--- config.mk ---
export PLATFORM = sky130hd
export DESIGN_NAME = truth_table_sweeper_flat
export DESIGN_NICKNAME = d
export VERILOG_FILES = /design/src/rtl/tts_pkg.sv /design/src/rtl/truth_table_sweeper_if.sv /design/src/rtl/tts_checker.sv /design/src/rtl/truth_table_sweeper.sv /design/src/flat_wrapper.sv
export SDC_FILE = /design/constraint.sdc
export NUM_CORES = 1
export LEC_CHECK = 0
export ABC_CLOCK_PERIOD_IN_PS = 2520
export CORE_ASPECT_RATIO = 0.8
export CORE_MARGIN = 2
export CORE_UTILIZATION = 35
export CTS_CLUSTER_DIAMETER = 40
export DETAILED_ROUTE_END_ITERATION = 6
export RECOVER_POWER = 25
export SYNTH_ARGS = -nofsm -noshare
export SYNTH_HDL_FRONTEND = slang
export SYNTH_SLANG_ARGS = --single-unit
--- constraint.sdc ---
create_clock -name clk -period 2.52 [get_ports clk]
set_clock_uncertainty 0.2 [all_clocks]
set_input_delay 0.252 -clock clk [delete_from_list [all_inputs] [get_ports clk]]
set_output_delay 0.252 -clock clk [all_outputs]
set_load 0.03 [all_outputs]
--- src/rtl/tts_pkg.sv ---
`default_nettype none
// ============================================================================
// Module      : tts_pkg
// Description : Shared types, constants and helpers for truth_table_sweeper.
// Revision    : 1.0 - initial release
// ============================================================================
package tts_pkg;

    typedef enum logic [1:0] {
        ST_IDLE  = 2'd0,
        ST_SWEEP = 2'd1,
        ST_DONE  = 2'd2
    } state_t;

    localparam logic [15:0] c_misr_poly = 16'h1021;

    function automatic int vec_count(input int n);
        return 1 << n;
    endfunction

endpackage
`default_nettype wire

--- src/rtl/truth_table_sweeper_if.sv ---
`default_nettype none
// ============================================================================
// Module      : truth_table_sweeper_if
// Description : Control/result bundle between a sweep controller and the sweeper.
// Revision    : 1.0 - initial release
// ============================================================================
interface truth_table_sweeper_if
    import tts_pkg::*;
#(
    parameter int N_IN  = 4,
    parameter int N_OUT = 1
);
    localparam int c_v = vec_count(N_IN);

    logic                   start;
    logic                   abort;
    logic [N_OUT*c_v-1:0]   exp_table;
    logic                   busy;
    logic                   done;
    logic                   pass;
    logic [N_IN:0]          fail_cnt;
    logic [N_IN-1:0]        first_fail;
    logic [N_OUT*c_v-1:0]   table_out;

    modport master (
        output start, abort, exp_table,
        input  busy, done, pass, fail_cnt, first_fail, table_out
    );

    modport slave (
        input  start, abort, exp_table,
        output busy, done, pass, fail_cnt, first_fail, table_out
    );

endinterface
`default_nettype wire

--- src/rtl/tts_checker.sv ---
`default_nettype none
// ============================================================================
// Module      : tts_checker
// Description : Per-sample response compare, mismatch tracking and optional
//               response MISR (enabled by TTS_MISR_EN).
// Revision    : 1.0 - initial release
// ============================================================================
module tts_checker
    import tts_pkg::*;
#(
    parameter int N_IN  = 4,
    parameter int N_OUT = 1
) (
    input  wire logic               clk,
    input  wire logic               rst_n,
    input  wire logic               i_sample,
    input  wire logic               i_clear,
    input  wire logic [N_IN-1:0]    i_idx,
    input  wire logic [N_OUT-1:0]   i_resp,
    input  wire logic [N_OUT-1:0]   i_exp,
    output logic [N_IN:0]           o_fail_cnt,
    output logic [N_IN-1:0]         o_first_fail
`ifdef TTS_MISR_EN
   ,output logic [15:0]             o_signature
`endif
);

    logic [N_IN:0]   r_fail_cnt;
    logic [N_IN-1:0] r_first_fail;
    logic            w_mismatch;

    assign w_mismatch = (i_resp != i_exp);

    always_ff @(posedge clk or negedge rst_n) begin
        if (!rst_n) begin
            r_fail_cnt   <= '0;
            r_first_fail <= '0;
        end else if (i_clear) begin
            r_fail_cnt   <= '0;
            r_first_fail <= '0;
        end else if (i_sample && w_mismatch) begin
            r_fail_cnt <= r_fail_cnt + 1'b1;
            if (r_fail_cnt == '0) begin
                r_first_fail <= i_idx;
            end
        end
    end

    assign o_fail_cnt   = r_fail_cnt;
    assign o_first_fail = r_first_fail;

`ifdef TTS_MISR_EN
    logic [15:0] r_sig;

    // Shift-left CRC-style MISR folding each sampled response into bit 0 upward.
    always_ff @(posedge clk or negedge rst_n) begin
        if (!rst_n) begin
            r_sig <= '0;
        end else if (i_clear) begin
            r_sig <= '0;
        end else if (i_sample) begin
            r_sig <= {r_sig[14:0], 1'b0}
                   ^ (r_sig[15] ? c_misr_poly : 16'h0000)
                   ^ 16'(i_resp);
        end
    end

    assign o_signature = r_sig;
`endif

endmodule
`default_nettype wire

--- src/rtl/truth_table_sweeper.sv ---
`default_nettype none
// ============================================================================
// Module      : truth_table_sweeper
// Description : Exhaustive input sweeper that captures and checks a DUT truth
//               table. Optional MISR signature port under TTS_MISR_EN.
// Revision    : 1.0 - initial release
// ============================================================================
module truth_table_sweeper
    import tts_pkg::*;
#(
    parameter int N_IN  = 4,
    parameter int N_OUT = 1,
    parameter int DWELL = 1
) (
    input  wire logic               clk,
    input  wire logic               rst_n,
    truth_table_sweeper_if.slave    bus,
    output logic [N_IN-1:0]         stim,
    input  wire logic [N_OUT-1:0]   resp
`ifdef TTS_MISR_EN
   ,output logic [15:0]             signature
`endif
);

    localparam int                c_v          = vec_count(N_IN);
    localparam int                c_dw         = (DWELL > 1) ? $clog2(DWELL) : 1;
    localparam logic [c_dw-1:0]   c_dwell_last = c_dw'(DWELL - 1);
    localparam logic [N_IN-1:0]   c_idx_last   = N_IN'(c_v - 1);

    state_t                 r_state;
    state_t                 w_state_nxt;
    logic [N_IN-1:0]        r_idx;
    logic [c_dw-1:0]        r_dwell;
    logic [N_OUT*c_v-1:0]   r_table;
    logic                   r_pass;
    logic                   w_go;
    logic                   w_last_dwell;
    logic                   w_sample;
    logic                   w_busy;
    logic                   w_done;
    logic [N_IN:0]          w_fail_cnt;
    logic [N_IN-1:0]        w_first_fail;
    logic [N_OUT-1:0]       w_exp_slice;

    assign w_go         = (r_state == ST_IDLE) && bus.start && !bus.abort;
    assign w_last_dwell = (r_dwell == c_dwell_last);
    // Abort on the sampling edge discards that sample.
    assign w_sample     = (r_state == ST_SWEEP) && w_last_dwell && !bus.abort;
    assign w_exp_slice  = bus.exp_table[32'(r_idx)*N_OUT +: N_OUT];

    always_comb begin
        w_state_nxt = r_state;
        w_busy      = 1'b0;
        w_done      = 1'b0;
        case (r_state)
            ST_IDLE: begin
                if (w_go) begin
                    w_state_nxt = ST_SWEEP;
                end
            end
            ST_SWEEP: begin
                w_busy = 1'b1;
                if (bus.abort) begin
                    w_state_nxt = ST_IDLE;
                end else if (w_sample && (r_idx == c_idx_last)) begin
                    w_state_nxt = ST_DONE;
                end
            end
            ST_DONE: begin
                w_done      = 1'b1;
                w_state_nxt = ST_IDLE;
            end
            default: begin
                w_state_nxt = ST_IDLE;
            end
        endcase
    end

    always_ff @(posedge clk or negedge rst_n) begin
        if (!rst_n) begin
            r_state <= ST_IDLE;
        end else begin
            r_state <= w_state_nxt;
        end
    end

    always_ff @(posedge clk or negedge rst_n) begin
        if (!rst_n) begin
            r_idx   <= '0;
            r_dwell <= '0;
            r_table <= '0;
            r_pass  <= 1'b0;
        end else if (w_go) begin
            r_idx   <= '0;
            r_dwell <= '0;
            r_table <= '0;
            r_pass  <= 1'b0;
        end else if (r_state == ST_SWEEP) begin
            if (bus.abort) begin
                r_idx   <= '0;
                r_dwell <= '0;
                r_pass  <= 1'b0;
            end else if (w_last_dwell) begin
                r_table[32'(r_idx)*N_OUT +: N_OUT] <= resp;
                r_dwell <= '0;
                // idx parks at the last vector so stim holds it after DONE.
                if (r_idx != c_idx_last) begin
                    r_idx <= r_idx + 1'b1;
                end
            end else begin
                r_dwell <= r_dwell + 1'b1;
            end
        end else if (r_state == ST_DONE) begin
            r_pass <= (w_fail_cnt == '0);
        end
    end

    tts_checker #(
        .N_IN  (N_IN),
        .N_OUT (N_OUT)
    ) u_checker (
        .clk          (clk),
        .rst_n        (rst_n),
        .i_sample     (w_sample),
        .i_clear      (w_go),
        .i_idx        (r_idx),
        .i_resp       (resp),
        .i_exp        (w_exp_slice),
        .o_fail_cnt   (w_fail_cnt),
        .o_first_fail (w_first_fail)
`ifdef TTS_MISR_EN
       ,.o_signature  (signature)
`endif
    );

    assign stim           = r_idx;
    assign bus.busy       = w_busy;
    assign bus.done       = w_done;
    assign bus.pass       = w_done ? (w_fail_cnt == '0) : r_pass;
    assign bus.fail_cnt   = w_fail_cnt;
    assign bus.first_fail = w_first_fail;
    assign bus.table_out  = r_table;

endmodule
`default_nettype wire
--- src/flat_wrapper.sv ---
// flat-port wrapper written by rule: the top's interface ports become plain ports
module truth_table_sweeper_flat import tts_pkg::*;
#(
    parameter int N_IN  = 4,
    parameter int N_OUT = 1,
    parameter int DWELL = 1
)
  (clk, rst_n, stim, resp, bus_start, bus_abort, bus_exp_table, bus_busy, bus_done, bus_pass, bus_fail_cnt, bus_first_fail, bus_table_out);
  truth_table_sweeper_if #(.N_IN(N_IN), .N_OUT(N_OUT)) bus_i ();
  input  wire logic clk;
  input  wire logic rst_n;
  output logic [N_IN-1:0] stim;
  input  wire logic [N_OUT-1:0] resp;
  input wire logic [$bits(bus_i.start)-1:0] bus_start;
  input wire logic [$bits(bus_i.abort)-1:0] bus_abort;
  input wire logic [$bits(bus_i.exp_table)-1:0] bus_exp_table;
  output wire logic [$bits(bus_i.busy)-1:0] bus_busy;
  output wire logic [$bits(bus_i.done)-1:0] bus_done;
  output wire logic [$bits(bus_i.pass)-1:0] bus_pass;
  output wire logic [$bits(bus_i.fail_cnt)-1:0] bus_fail_cnt;
  output wire logic [$bits(bus_i.first_fail)-1:0] bus_first_fail;
  output wire logic [$bits(bus_i.table_out)-1:0] bus_table_out;
  assign bus_i.start = bus_start;
  assign bus_i.abort = bus_abort;
  assign bus_i.exp_table = bus_exp_table;
  assign bus_busy = bus_i.busy;
  assign bus_done = bus_i.done;
  assign bus_pass = bus_i.pass;
  assign bus_fail_cnt = bus_i.fail_cnt;
  assign bus_first_fail = bus_i.first_fail;
  assign bus_table_out = bus_i.table_out;
  truth_table_sweeper #(.N_IN(N_IN), .N_OUT(N_OUT), .DWELL(DWELL)) u_core (.clk(clk), .rst_n(rst_n), .bus(bus_i), .stim(stim), .resp(resp));
endmodule
==> flow_metrics.tcl, run 1 <==
set metrics [dict create \
    status "complete, no violations" \
    startpoint "u_core.stim[0]" \
    wirelength_mm 5.109 \
    wl_per_cell_um 15.12 \
    endpoint "u_core.u_checker.o_fail_cnt[4]" \
    rr_startpoint "u_core.stim[0]" \
    met1_usage_pct 26.52 \
    viasPerCell 5.269 \
    met3_usage_pct 4.728 \
    rr_endpoint "u_core.u_checker.o_fail_cnt[4]" \
    ir_drop_mv 0.2708 \
    slew_headroom_pct 45.08 \
    critPathMaxFanout 9 \
    worstPathArrival_ps 2350 \
    port_buffers 52 \
    setup_violations 0 \
    drv_cap 0 \
    crit_required_ps 2530 \
    die-height_um 70.26 \
    slowest_delay_ps 520 \
    crit_type "reg -> reg" \
    synth_area_mm2 0.001921 \
    busiest_layer "met2" \
    muxShareOfSynthArea_pct 10.49 \
    final_cell_mix "clkdlybuf4s50_1 (50), dfrtp_1 (31), buf_4 (20)" \
    synthArstFlopShare_pct 100.0 \
    antenna_found_initial 0 \
    cts_buffer_depth 2 \
    hold_ws_ps 313.3 \
    die_x_um 86.82 \
    critPathSlowestCell "dfrtp_1" \
    fin_area_mm2 0.002724 \
    post_cts_buffers 0 \
    layout.nets 299 \
    synth_fp_nets 228 \
    synthAdderAreaFrac_pct 3.257 \
    synth_edf_count 0 \
    r2r_slack_ps 180 \
    seqPwrFrac_pct 38.6 \
    finalHoldViolCount 0 \
    via_count 1781 \
    ys_types 43 \
    synth_cells 202 \
    drc_errors 0 \
    antenna_cells 0 \
    dp_hpwl_mm 3.814 \
    synthXorXnorAreaFrac_pct 0.4560 \
    drtIter0Drc 110 \
    ys_seq_area_share_pct 41.69 \
    syn_area_per_cell_um2 9.508 \
    final_common_cell "clkdlybuf4s50_1" \
    start_util_pct 35.73 \
    area.growth.synth_to_final_pct 41.82 \
    min_period_ps 2340 \
    fmax_mhz 427.4 \
    num_io_pins 53 \
    ff2ff_path_depth 6 \
    p_per_area_mw_per_mm2 540.4 \
    grt_pass1_wl_mm 8.680 \
    synth_compound_area_share_pct 20.33 \
    synth-simple-area-share_pct 19.54 \
    end_kind "register" \
    drive_gt1_share_pct 15.02 \
    switchingPower_uw 510.6 \
    grt-ovfl-total 0 \
    clk_pin_slew_ps 70 \
    worst_pin_slew_ps 823.8 \
    clkSinkCount 32 \
    drv_slew 0 \
    coreArea_mm2 0.005375 \
    globalplace.congestion 0.8040 \
    cts_htree_levels 2 \
    worstHoldPathType "reg -> reg" \
    grt_max_degree 33 \
    place_area_mm2 0.002633 \
    synth_ff_type "dfrtp_1" \
    synth_seq_cells 32 \
    gr-usage-met2_pct 26.89 \
    fin_crit_sh_pct 92.85 \
    cts-root-buf "clkbuf_8" \
    cp_cell_sequence "inv_2 -> a32o_1 -> a311oi_2 -> mux2_2 -> o2111ai_1 -> mux2i_1" \
    clock_latency_ps 290 \
    intPower_uw 961.5 \
    final_antenna_net_count 0 \
    leakagePower_nw 1.128 \
    grt_pass1_vias 1769 \
    grt_use_total_pct 18.26 \
    pwr-share-clk_pct 25.4 \
    cts_tree "done" \
    cp-start-kind "register" \
    core.rowCount 24 \
    synth_top_family_by_area "compound AO/OA/AOI/OAI gates" \
    rsz0062_at_grt "no" \
    dieArea_mm2 0.006100 \
    p_comb_share_pct 36.0 \
    switching_share_pct 34.69 \
    yosysWarnings 0 \
    setup_tns_ps 0 \
    first_pass_iters 4 \
    cts_made_buffers 5 \
]
## state kept, by name, summed over array words and instances, names as in the netlist
signal / cells
u_core.bus.table_out: 16
u_core.r_pass: 1
u_core.r_state: 2
u_core.stim: 4
u_core.u_checker.o_fail_cnt: 5
u_core.u_checker.o_first_fail: 4
## layer usage
layer | share of wire [%] | up-vias
met5 | 0 | -
met4 | 1.2 | 0
met3 | 4.5 | 8
met2 | 44 | 42
met1 | 50 | 845
li1 | - | 886
## final cells by class
cell class / instances / area (um2)
fillers: 499 / 2651
well taps: 65 / 81.33
inverters: 9 / 33.78
repair buffers: 73 / 674.4
multi-input cells: 152 / 1055
flip-flops and latches: 32 / 802.0
clock inverters: 1 / 5.005
clock buffers: 6 / 72.57
## worst min-delay path by stage
stage | start | endpoint | cells after the start
final | u_core.bus.table_out[13] | u_core.bus.table_out[13] | 2
after global routing | u_core.u_checker.o_first_fail[0] | u_core.u_checker.o_first_fail[0] | 2
after CTS | rst_n | u_core.bus.table_out[0] | 2
after detailed placement | u_core.bus.table_out[13] | u_core.bus.table_out[13] | 2
after global placement | u_core.bus.table_out[13] | u_core.bus.table_out[13] | 2
after floorplan | rst_n | u_core.bus.table_out[0] | 0
## synth_stat cells (2+ instances only)
cell type   n  area share [%]
nand2_1    16             3.1
clkbuf_1    5            0.98
nand3_1    15             3.9
mux2i_1    19             9.9
ha_1        5             3.3
dfrtp_1    32              42
a21oi_1     6             1.6
nor4b_1     2            0.91
inv_1       7             1.4
o21ai_0     4             1.0
buf_2       2            0.52
o32a_1      2             1.0
nor2b_1     4             1.3
nand2b_1    8             2.6
o21ai_1     8             2.1
o211ai_1    9             3.5
a31o_2      2            0.91
o31ai_1     6             2.3
a211oi_1    4             1.6
nor2_1     17             3.3
o2111ai_1   2            0.91
nor3_1      6             1.6
## repair_timing
| action | 4_1_cts | 5_1_grt |
|---|---|---|
| setup endpoints to repair | 1 | 8 |
| hold buffers | 0 | 0 |
| pin swaps | 0 | 0 |
| resized for setup | 2 | 3 |
| gates cloned | 0 | 0 |
| endpoints found under the hold margin | 0 | 0 |
## critical path, delay by kind of cell (launching register included)
family / cells / cell delay [ps]
AO/OA/AOI/OAI: 3 / 790
multiplexers: 2 / 630
flip-flops: 1 / 520
buffers and inverters: 1 / 120
## power by group through the flow
| stage | combinational [mW] | clock, mW | sequential (mW) |
|---|---|---|---|
| after floorplan | 0.254 | 0 | 0.629 |
| after global placement | 0.521 | 0 | 0.578 |
| after detailed placement | 0.526 | 0 | 0.578 |
| after CTS | 0.530 | 0.388 | 0.569 |
| after global routing | 0.580 | 0.411 | 0.573 |
| final | 0.530 | 0.373 | 0.568 |
## through the flow
stage / util (%) / setup WS (ps) / std cells / total power, mW
global placement: 48.98 / 1.696 / 331 / 1.099
detailed placement: 48.98 / -12.24 / 331 / 1.104
global route: 50.68 / 6.172 / 338 / 1.564
floorplan: - / 65.42 / 202 / 0.8829
CTS: 50.51 / 49.74 / 338 / 1.487
finish: 50.68 / 180.3 / 338 / 1.472
## cells by family (layout without fill, tap and decap cells)
logic type / Yosys count / in the layout
DFF: 32 / 32
buffers and inverters: 18 / 89
adders and majority gates: 5 / 5
muxes: 20 / 20
xor gates and xnor gates: 1 / 1
and+or+nand+nor: 75 / 75
AOI/OAI and AO/OA: 51 / 51
Note: power is estimated with default switching activity, not from simulation.
==> run 2: changes to the inputs <==
- ABC_CLOCK_PERIOD_IN_PS: 2520 -> 2950
- clock period: 2.52 -> 2.95 ns (I/O delays scaled with it)
==> flow_metrics.tcl, run 2 (synthesis results as in run 1) <==
set metrics [dict create \
    violations "max-capacitance violations, max-slew violations" \
    intPower_uw 829.9 \
    seqPwrFrac_pct 38.5 \
    rsz0062_at_grt "no" \
    start_util_pct 35.73 \
    min_to "u_core.u_checker.o_fail_cnt[4]" \
    drv_cap 1 \
    cts-root-buf "clkbuf_8" \
    setup_violations 0 \
    layout.nets 289 \
    grt_max_degree 33 \
    coreArea_mm2 0.005375 \
    crit_type "reg -> out" \
    via_count 1741 \
    ctsHoldBuffers 0 \
    globalplace.congestion 0.8146 \
    holdPathStages 1 \
    fin_crit_sh_pct 92.52 \
    rr_startpoint "u_core.stim[2]" \
    cts_buffer_depth 2 \
    r2r_slack_ps 410 \
    final_common_cell "clkdlybuf4s50_1" \
    worst_pin_slew_ps 1776 \
    largest_register_ffs 16 \
    p_comb_share_pct 33.9 \
    grt_pass1_wl_mm 8.190 \
    wl_per_cell_um 15.06 \
    worstHoldStart "u_core.u_checker.o_fail_cnt[4]" \
    die-height_um 70.26 \
    drtIter0Drc 95 \
    crit_required_ps 2460 \
    critPathMaxFanout 5 \
    cp-start-kind "register" \
    end_kind "primary output" \
    final_cell_mix "clkdlybuf4s50_1 (51), dfrtp_1 (32), mux2i_1 (19)" \
    leakagePower_nw 1.077 \
    num_io_pins 53 \
    cts_tree "done" \
    cts_htree_levels 2 \
    clk_pin_slew_ps 70 \
    grt_use_total_pct 17.43 \
    ir_drop_mv 0.2354 \
    clock_latency_ps 290 \
    fmax_mhz 366.4 \
    dp_hpwl_mm 3.640 \
    post-route-util_pct 49.23 \
    area.growth.synth_to_final_pct 37.79 \
    pwr-share-clk_pct 27.6 \
    p_per_area_mw_per_mm2 477.0 \
    viasPerCell 5.292 \
    port_buffers 52 \
    min_period_ps 2729 \
    core.rowCount 24 \
    slew_headroom_pct -18.40 \
    worstPathArrival_ps 2230 \
    post_cts_buffers 0 \
    ff2ff_path_depth 6 \
    finalHoldViolCount 0 \
    switching_share_pct 34.26 \
    antenna_found_initial 0 \
    rr_endpoint "u_core.u_checker.o_fail_cnt[3]" \
    drc_errors 0 \
    switchingPower_uw 432.4 \
    setup_tns_ps 0 \
    die_x_um 86.82 \
    fill_cells 499 \
    cts_made_buffers 5 \
    final_antenna_net_count 0 \
    grt_pass1_vias 1684 \
    worstHoldPathType "reg -> reg" \
    clkSinkCount 32 \
    wirelength_mm 4.956 \
    first_pass_iters 4 \
    dieArea_mm2 0.006100 \
    status "finished with violations" \
    cts_resized 0 \
    drive_gt1_share_pct 10.61 \
    antenna_cells 0 \
    drv_slew 33 \
    grt-ovfl-total 0 \
]
## run 2: cell types whose count changed in the layout (fill, tap and decap cells not counted), sizes merged
cell / delta
buf: -10
clkdlybuf4s50: +1
clkinv: +1
dlygate4sd2: -1
## run 2: worst max-delay path by stage
stage / startpoint / to / slack (ps) / cells after the start
after floorplan: u_core.stim[1] / u_core.bus.table_out[14] / 500 / 8
after global routing: u_core.u_checker.o_fail_cnt[0] / bus_pass / 30 / 7
final: u_core.u_checker.o_fail_cnt[0] / bus_pass / 220 / 7
after CTS: u_core.u_checker.o_fail_cnt[0] / bus_pass / 260 / 7
after detailed placement: bus_exp_table[14] / u_core.u_checker.o_fail_cnt[3] / 350 / 7
after global placement: bus_exp_table[14] / u_core.u_checker.o_fail_cnt[4] / 380 / 7
## run 2: stage by stage
stage	setup WS (ps)	hold slack [ps]	total power, mW	cells	instance area, um2
2_1_floorplan	495.4	-200.6	0.7542	202	1921
5_1_grt	34.57	338.5	1.348	329	2646
3_5_place_dp	349.4	308.4	0.9225	321	2557
3_3_place_gp	381.1	303.8	0.9205	321	2557
6_report	220.7	310.6	1.262	329	2646
4_1_cts	262.7	224.4	1.280	329	2650
## run 2: worst max-delay path, cell delays in order, from the launching register on
cell and delay, ps:
dfrtp_1 440, inv_1 100, ha_1 140, nor4b_1 260
buf_4 190, nand2_1 60, o21ai_0 70, clkdlybuf4s50_1 680
## run 2: final cells by class
cell class                 instances  area [um2]  share of cell area (%)
tap                               65       81.33                   3.073
clock buffer                       6       82.58                   3.121
timing repair buffer              63       599.3                   22.65
sequential                        32       800.8                   30.26
inverter                           9       33.78                   1.277
clock inverter                     2       10.01                  0.3783
multi-input combinational        152        1039                   39.24
## run 2: metal layers
layer / global-route usage, % / vias to the layer above / wire length (um)
li1: - / 863 / -
met1: 25.49 / 832 / 2433
met2: 24.51 / 41 / 2240
met3: 6.619 / 5 / 245
met4: 3.472 / 0 / 36
met5: 0 / - / 0
## run 2: power by group through the flow
| stage | combinational, mW | sequential (mW) | clock, mW |
|---|---|---|---|
| floorplan | 0.217 | 0.537 | 0 |
| global placement | 0.426 | 0.494 | 0 |
| detailed placement | 0.428 | 0.494 | 0 |
| CTS | 0.431 | 0.486 | 0.363 |
| global route | 0.470 | 0.490 | 0.388 |
| finish | 0.428 | 0.486 | 0.349 |
==> run 3: changes to the inputs <==
- MAX_ROUTING_LAYER: default -> met4
- PLACE_DENSITY: default -> 0.68
==> flow_metrics.tcl, run 3 (synthesis results as in run 1) <==
set metrics [dict create \
    status "finished with violations" \
    violations "max-capacitance violations, max-slew violations" \
    via_count 1742 \
    dieArea_mm2 0.006100 \
    ctsHoldBuffers 0 \
    core.rowCount 24 \
    critPathMaxFanout 5 \
    port_buffers 52 \
    seqPwrFrac_pct 38.4 \
    drive_gt1_share_pct 10.27 \
    drv_cap 1 \
    grt_use_total_pct 17.80 \
    switchingPower_uw 439.8 \
    min_period_ps 2686 \
    grt_max_degree 33 \
    end_kind "primary output" \
    finalHoldViolCount 0 \
    switching_share_pct 34.79 \
    ir_drop_mv 0.2668 \
    wirelength_mm 4.998 \
    cts-root-buf "clkbuf_8" \
    cp-start-kind "register" \
    layout.nets 288 \
    globalplace.congestion 0.8380 \
    rsz0062_at_grt "no" \
    crit_type "reg -> out" \
    worstHoldPathType "reg -> reg" \
    setup_violations 0 \
    drtIter0Drc 179 \
    wl_met1_mm 2.602 \
    antenna_found_initial 0 \
    fin_crit_sh_pct 91.06 \
    dr_wl_met3_um 208 \
    fmax_mhz 372.2 \
    num_io_pins 53 \
    clk_pin_slew_ps 70 \
    setup_ws_ps 263.6 \
    die_x_um 86.82 \
    cp_cell_sequence "inv_1 -> ha_1 -> nor4b_1 -> nand2_1 -> o21ai_0 -> clkdlybuf4s50_1" \
    total_power_mw 1.264 \
    crit_required_ps 2460 \
    die-height_um 70.26 \
    final_antenna_net_count 0 \
    p_comb_share_pct 33.4 \
    clock_latency_ps 280 \
    final_common_cell "clkdlybuf4s50_1" \
    cts_buffer_depth 2 \
    cts_resized 0 \
    leakagePower_nw 1.072 \
    critPathSlowestCell "clkdlybuf4s50_1" \
    first_pass_iters 4 \
    post_cts_buffers 0 \
    worst_pin_slew_ps 1773 \
    setup_tns_ps 0 \
    dp_hpwl_mm 3.654 \
    cts_tree "done" \
    area.growth.synth_to_final_pct 37.39 \
    p_per_area_mw_per_mm2 479.0 \
    coreArea_mm2 0.005375 \
    antenna_cells 0 \
    slew_headroom_pct -18.18 \
    start_util_pct 35.73 \
    cts_made_buffers 5 \
    largest_register_ffs 16 \
    viasPerCell 5.311 \
    pwr-share-clk_pct 28.3 \
    drv_slew 33 \
    top_layer "met4" \
    dr_wl_met2_mm 2.168 \
    drc_errors 0 \
    fill_cells 498 \
    grt-ovfl-total 0 \
    final_cell_mix "clkdlybuf4s50_1 (51), dfrtp_1 (32), mux2i_1 (19)" \
    grt_pass1_vias 1628 \
    dp_slack_ps 359.1 \
    clkSinkCount 32 \
    cts_htree_levels 2 \
    worstPathArrival_ps 2190 \
    wl_per_cell_um 15.24 \
    slowest_delay_ps 680 \
    intPower_uw 824.2 \
    grt_pass1_wl_mm 8.286 \
]
run 3: cell types whose count changed in the layout (fill, tap and decap cells not counted):
cell   previous run  this run
buf_4            10         9
run 3: power by group through the flow:
| stage | Clock (mW) | Combinational [mW] | Sequential [mW] |
|---|---|---|---|
| floorplan | 0 | 0.217 | 0.537 |
| global placement | 0 | 0.419 | 0.493 |
| detailed placement | 0 | 0.421 | 0.493 |
| CTS | 0.365 | 0.422 | 0.485 |
| global route | 0.386 | 0.461 | 0.489 |
| finish | 0.357 | 0.422 | 0.485 |
run 3: worst max-delay path, delay by kind of cell (launching register included):
family / cells / cell delay, ps
fa+ha+maj: 1 / 130
flops: 1 / 430
compound gates: 1 / 80
buf+inv: 2 / 770
simple gates: 2 / 490
run 3: layer usage:
layer	track usage [%]	vias to the layer above
li1	-	866
met1	27.20	835
met2	24.68	39
met3	3.783	2
met4	2.604	0
met5	-	-
run 3: layout make-up:
class | count | area, um2 | share of cell area [%]
Inverter | 9 | 33.78 | 1.280
Tap cell | 65 | 81.33 | 3.082
Timing Repair Buffer | 62 | 591.8 | 22.43
Sequential cell | 32 | 800.8 | 30.35
Clock buffer | 6 | 82.58 | 3.129
Clock inverter | 2 | 10.01 | 0.3793
Multi-Input combinational cell | 152 | 1039 | 39.36
run 3: final timing paths:
path	cells past startpoint	endpoint	slack (ps)	startpoint
max	6	bus_pass	260	u_core.u_checker.o_fail_cnt[0]
min	2	u_core.bus.table_out[13]	310	u_core.bus.table_out[13]
max reg2reg	6	u_core.u_checker.o_fail_cnt[4]	380	u_core.stim[2]
min reg2reg	2	u_core.bus.table_out[13]	310	u_core.bus.table_out[13]
max in group asynchronous	2	u_core.bus.table_out[0]	710	rst_n
min in group asynchronous	2	u_core.stim[3]	810	rst_n
run 3: through the flow:
step | area [um2] | std cells | utilization [%] | hold WS, ps
4_1_cts | 2643 | 328 | 49.16 | 231.2
3_5_place_dp | 2550 | 320 | 47.44 | 306.7
2_1_floorplan | 1921 | 202 | - | -200.6
6_report | 2639 | 328 | 49.09 | 313.1
5_1_grt | 2639 | 328 | 49.09 | 361.1
3_3_place_gp | 2550 | 320 | 47.44 | 301.4
